$ cat src/rtl/vga_sram_pkg.sv
// Shared definitions for the VGA frame-buffer SRAM path: arbiter states,
// default bus widths and frame-buffer placement used by the VGA fetch logic.
package vga_sram_pkg;

   localparam int ADDR_W_DEF = 20;
   localparam int DATA_W_DEF = 16;

   typedef enum logic [1:0] {
      ST_IDLE = 2'd0,
      ST_RD   = 2'd1,
      ST_WR   = 2'd2,
      ST_TURN = 2'd3
   } state_e;

   // 640x480 at one 16-bit word per pixel; two frames fit in the 1M-word part.
   localparam int              FRAME_W     = 640;
   localparam int              FRAME_H     = 480;
   localparam int              FRAME_WORDS = FRAME_W * FRAME_H;
   localparam logic [ADDR_W_DEF-1:0] FB0_BASE = 20'h00000;
   localparam logic [ADDR_W_DEF-1:0] FB1_BASE = 20'h4B000;

endpackage

$ cat src/rtl/vga_sram_arbiter.sv
// Single-port async SRAM arbiter: VGA reads take priority, frame-loader writes
// are guaranteed a slot after MAX_RD_STREAK consecutive reads.
module vga_sram_arbiter
   import vga_sram_pkg::*;
#(
   parameter int ACCESS_CYCLES = 2,
   parameter int MAX_RD_STREAK = 4,
   parameter int ADDR_W        = ADDR_W_DEF,
   parameter int DATA_W        = DATA_W_DEF
) (
   input  logic              i_clk,
   input  logic              i_rst,
   input  logic              i_rd_valid,
   input  logic [ADDR_W-1:0] i_rd_addr,
   output logic              o_rd_ready,
   output logic [DATA_W-1:0] o_rd_data,
   output logic              o_rd_valid,
   input  logic              i_wr_valid,
   input  logic [ADDR_W-1:0] i_wr_addr,
   input  logic [DATA_W-1:0] i_wr_data,
   output logic              o_wr_ready,
   output logic [ADDR_W-1:0] o_sram_addr,
   output logic [DATA_W-1:0] o_sram_dq_out,
   output logic              o_sram_dq_oe,
   input  logic [DATA_W-1:0] i_sram_dq,
   output logic              o_sram_ce_n,
   output logic              o_sram_oe_n,
   output logic              o_sram_we_n,
   output logic              o_sram_ub_n,
   output logic              o_sram_lb_n
);

   localparam int CNT_W = $clog2(ACCESS_CYCLES);
   localparam int STK_W = $clog2(MAX_RD_STREAK + 1) > 0 ? $clog2(MAX_RD_STREAK + 1) : 1;
   localparam logic [CNT_W-1:0] CNT_LAST = CNT_W'(ACCESS_CYCLES - 1);
   localparam logic [STK_W-1:0] STK_MAX  = STK_W'(MAX_RD_STREAK);

   state_e             state_q, state_d;
   logic [CNT_W-1:0]   cnt_q, cnt_d;
   logic [STK_W-1:0]   streak_q, streak_d;
   logic [ADDR_W-1:0]  addr_q;
   logic [DATA_W-1:0]  dq_out_q, rd_data_q;
   logic               rd_valid_q;
   logic               ce_n_q, oe_n_q, we_n_q, dq_oe_q;
   logic               ce_n_d, oe_n_d, we_n_d, dq_oe_d;
   logic               win, gnt_rd, gnt_wr, rd_done;

   always_comb begin
      win    = (state_q == ST_IDLE) ||
               (((state_q == ST_RD) || (state_q == ST_WR)) && (cnt_q == CNT_LAST));
      gnt_rd = win && i_rd_valid && !(i_wr_valid && (streak_q >= STK_MAX));
      gnt_wr = win && i_wr_valid && !gnt_rd;
      rd_done = (state_q == ST_RD) && (cnt_q == CNT_LAST);
   end

   assign o_rd_ready = gnt_rd;
   assign o_wr_ready = gnt_wr;

   always_comb begin
      state_d = state_q;
      cnt_d   = '0;
      if (gnt_rd) begin
         // Bus was being driven by us; give the pad one idle cycle before OE.
         state_d = (state_q == ST_WR) ? ST_TURN : ST_RD;
      end else if (gnt_wr) begin
         state_d = ST_WR;
      end else if (win) begin
         state_d = ST_IDLE;
      end else if (state_q == ST_TURN) begin
         state_d = ST_RD;
      end else begin
         cnt_d = cnt_q + 1'b1;
      end
   end

   always_comb begin
      streak_d = streak_q;
      if (!i_wr_valid || gnt_wr) begin
         streak_d = '0;
      end else if (gnt_rd && (streak_q != STK_MAX)) begin
         streak_d = streak_q + 1'b1;
      end
   end

   // Strobes come straight from flops so the pads never see decode glitches.
   always_comb begin
      ce_n_d  = !((state_d == ST_RD) || (state_d == ST_WR));
      oe_n_d  = (state_d != ST_RD);
      we_n_d  = !((state_d == ST_WR) && (cnt_d != CNT_LAST));
      dq_oe_d = (state_d == ST_WR);
   end

   always_ff @(posedge i_clk or posedge i_rst) begin
      if (i_rst) begin
         state_q    <= ST_IDLE;
         cnt_q      <= '0;
         streak_q   <= '0;
         addr_q     <= '0;
         dq_out_q   <= '0;
         rd_data_q  <= '0;
         rd_valid_q <= 1'b0;
         ce_n_q     <= 1'b1;
         oe_n_q     <= 1'b1;
         we_n_q     <= 1'b1;
         dq_oe_q    <= 1'b0;
      end else begin
         state_q    <= state_d;
         cnt_q      <= cnt_d;
         streak_q   <= streak_d;
         ce_n_q     <= ce_n_d;
         oe_n_q     <= oe_n_d;
         we_n_q     <= we_n_d;
         dq_oe_q    <= dq_oe_d;
         rd_valid_q <= rd_done;
         if (rd_done) rd_data_q <= i_sram_dq;
         if (gnt_rd) begin
            addr_q <= i_rd_addr;
         end else if (gnt_wr) begin
            addr_q   <= i_wr_addr;
            dq_out_q <= i_wr_data;
         end
      end
   end

   assign o_sram_addr   = addr_q;
   assign o_sram_dq_out = dq_out_q;
   assign o_sram_dq_oe  = dq_oe_q;
   assign o_sram_ce_n   = ce_n_q;
   assign o_sram_oe_n   = oe_n_q;
   assign o_sram_we_n   = we_n_q;
   assign o_sram_ub_n   = ce_n_q;
   assign o_sram_lb_n   = ce_n_q;
   assign o_rd_data     = rd_data_q;
   assign o_rd_valid    = rd_valid_q;

endmodule

$ cat config.mk
export PLATFORM = sky130hd
export DESIGN_NAME = vga_sram_arbiter
export DESIGN_NICKNAME = d
export VERILOG_FILES = /design/src/rtl/vga_sram_pkg.sv /design/src/rtl/vga_sram_arbiter.sv
export SDC_FILE = /design/constraint.sdc
export NUM_CORES = 1
export LEC_CHECK = 0
export CAP_MARGIN = 15
export CELL_PAD_IN_SITES_DETAIL_PLACEMENT = 0
export CELL_PAD_IN_SITES_GLOBAL_PLACEMENT = 1
export CORE_MARGIN = 5
export CORE_UTILIZATION = 33
export DETAILED_ROUTE_END_ITERATION = 6
export GPL_TIMING_DRIVEN = 0
export HOLD_SLACK_MARGIN = 0.12
export PLACE_DENSITY_LB_ADDON = 0.1
export SLEW_MARGIN = 20
export SYNTH_ARGS = -nofsm -noshare
export SYNTH_HDL_FRONTEND = slang
export SYNTH_SLANG_ARGS = --single-unit
$ cat constraint.sdc
create_clock -name i_clk -period 3.4 [get_ports i_clk]
set_input_delay 0.68 -clock i_clk [delete_from_list [all_inputs] [get_ports i_clk]]
set_output_delay 0.68 -clock i_clk [all_outputs]
set_load 0.02 [all_outputs]
==> flow_metrics.tcl <==
set metrics [dict create \
    status "complete, no violations" \
    ys_seq_area_frac 0.557 \
    finalInstanceArea_um2 4590 \
    cts.sinks 63 \
    synth_commonest_cells "60 x dfrtp_1, 25 x mux2_2, 23 x o21ai_0" \
    clkTransAtPathRegs_ns 0.07 \
    synth-simple-area-share 0.0644 \
    fin_util 0.553 \
    cts_buffer_depth 2 \
    synth_xor_area_frac 0 \
    core-area_um2 8300 \
    clockRootBuffer "clkbuf_8" \
    drt-pass1-iter-count 4 \
    grt_max_degree 35 \
    antenna_found_initial 0 \
    area_growth_pct 61.8 \
    min_path_type "reg -> reg" \
    startpoint "i_rd_valid" \
    syn_avg_cell_area_um2 11.8 \
    fp-row-count 33 \
    numPortBuffers 136 \
    place_congestion 0.761 \
    fin_ws_ns 0.302 \
    pre_cts_slack_ns 0.222 \
    synth_edf_count 0 \
    path_class "in -> out" \
    numCtsBuffers 9 \
    synth_top_area_cell "dfrtp_1" \
    syn_nets 325 \
    die_area_um2 10600 \
    slew_headroom 0.659 \
    drc 0 \
    grt_first_pass_wirelength_um 12800 \
    placed_area_um2 4350 \
    yosysTopAreaCellShare 0.529 \
    netlist_top_cells_area "dfrtp_1 53%, mux2_2 9.9%, a31oi_1 4.6%, o21ai_0 4.1%, ha_1 4.0%" \
    postSynthCellCount 240 \
    worstMarginPinSlew_ns 0.512 \
    rr_startpoint "state_q[0]$_DFF_PP0_" \
    path_max_fanout 6 \
    final_antenna_net_count 0 \
    routed_wl_um 8050 \
    post-route-period-util 0.911 \
    yosysMostFrequentCell "dfrtp_1" \
    start_kind "input port" \
    p_leak_nw 1.90 \
    tns_ns 0 \
    cts_tree "yes" \
    async_flop_share 1.00 \
    synth_top_family_by_area "compound AO/OA/AOI/OAI gates" \
    gr-total-overflow 0 \
    max_freq_mhz 323 \
    grt_pass1_vias 2538 \
    end_kind "output port" \
    synth_ff_type "dfrtp_1" \
    viasPerCell 4.85 \
    synth-compound-area-share 0.149 \
    synth_cell_types 31 \
    synth_mux_area_frac 0.136 \
    powerDensity_nw_per_um2 1000 \
    r2r_cells 8 \
    setup_viol 0 \
    grt.total_usage 0.157 \
    ir_drop_uv 450 \
    yosysWarnings 0 \
    maxCapViolations 0 \
    drt_iter0_markers 51 \
    clock_skew_ns 0.00779 \
    crit_end "o_rd_ready" \
    htreeDepth 3 \
    ios 137 \
    synth_fa_ha_area_frac 0.0397 \
    r2r_slack_ns 1.15 \
    hold_path_startpoint "o_rd_data[1]$_DFFE_PP0P_" \
    min_period_ns 3.10 \
    die_h_um 103 \
    r2r-end "o_sram_ce_n$_DFF_PP1_" \
    vias 2415 \
    slew_violations 0 \
    critPathArrivalTime_ns 2.42 \
    antenna_cells 0 \
    worst-endpoint-required_ns 2.72 \
    num-nets-final 473 \
    fp.dieW_um 103 \
    hold_viol 0 \
    holdWs_ns 0.504 \
    ys_ff_latch 63 \
    dpl.hpwl_um 5960 \
    wl_per_cell_um 16.2 \
    drive_gt1_frac 0.178 \
    worst_skew_pair.late_latency_ns 0.33 \
    rsz0062_at_grt "no" \
    hold_buffers 0 \
    initial_core_util 0.342 \
    netlist_area_um2 2840 \
]
## placed cells by master, fill, tap and decap left out, types with 9 or more instances in the layout
master and count:
buf_2 9, clkbuf_8 9, a21oi_1 22, clkdlybuf4s50_1 135
a31oi_1 21, nand3_1 20, dfrtp_1 60, o21ai_0 23
ha_1 9, mux2_2 25
## worst max-delay path, cell delays in order
cell and delay, ns:
clkdlybuf4s50_1 0.54, a21bo_2 0.28, nor2_1 0.24, clkdlybuf4s50_1 0.68
## power breakdown
group / total, mW / leakage, nW / switching, mW / internal, mW
combinational: 2.49 / 1.04 / 1.27 / 1.22
sequential: 1.33 / 0.737 / 0.193 / 1.14
clock: 0.787 / 0.120 / 0.301 / 0.486
total: 4.61 / 1.90 / 1.76 / 2.84
## per-stage QoR
step / cells / power [mW]
final: 498 / 4.61
after global routing: 498 / 4.92
after CTS: 498 / 4.67
after detailed placement: 482 / 3.87
after global placement: 481 / 3.83
after floorplan: 240 / 2.76
## sequential cells by signal, summed over array words and instances, names as in the netlist
name / count
o_sram_addr: 20
o_rd_data: 16
o_sram_dq_out: 16
streak_q: 3
state_q: 2
cnt_q: 1
o_rd_valid: 1
o_sram_ce_n: 1
o_sram_dq_oe: 1
o_sram_oe_n: 1
o_sram_we_n: 1
## timing repair
action / CTS / global route
buffers inserted: 0 / 0
setup endpoints to repair: 0 / 1
resized for setup: 0 / 1
## cells by family after synthesis
family,count (synthesis)
adders and majority gates,9
muxes,32
AOI/OAI and AO/OA,74
and+or+nand+nor,34
DFF,63
buffers and inverters,28
## metal layers
layer / part of all wire / track usage
met1: 0.43 / 0.201
met2: 0.49 / 0.255
met3: 0.066 / 0.0372
met4: 0.015 / 0.0627
met5: 0 / 0
## cell type report
class,instances,area (um2)
inverters,7,28.8
flip-flops and latches,63,1580
fillers,772,3710
repair buffers,137,1380
well taps,105,131
multi-input cells,149,1110
clock inverters,6,109
clock buffers,10,128
plain buffers,21,125
## worst min path at each step
stage | end | slack, ns | depth (start not counted)
4_1_cts | o_sram_dq_out[13]$_DFFE_PP0P_ | 0.51 | 1
5_1_grt | o_rd_data[1]$_DFFE_PP0P_ | 0.52 | 1
3_5_place_dp | o_sram_dq_out[1]$_DFFE_PP0P_ | 0.49 | 1
6_report | o_rd_data[1]$_DFFE_PP0P_ | 0.50 | 1
3_3_place_gp | o_rd_data[4]$_DFFE_PP0P_ | 0.49 | 1
2_1_floorplan | cnt_q$_DFF_PP0_ | 0.48 | 1
Note: power is estimated with default switching activity, not from simulation.
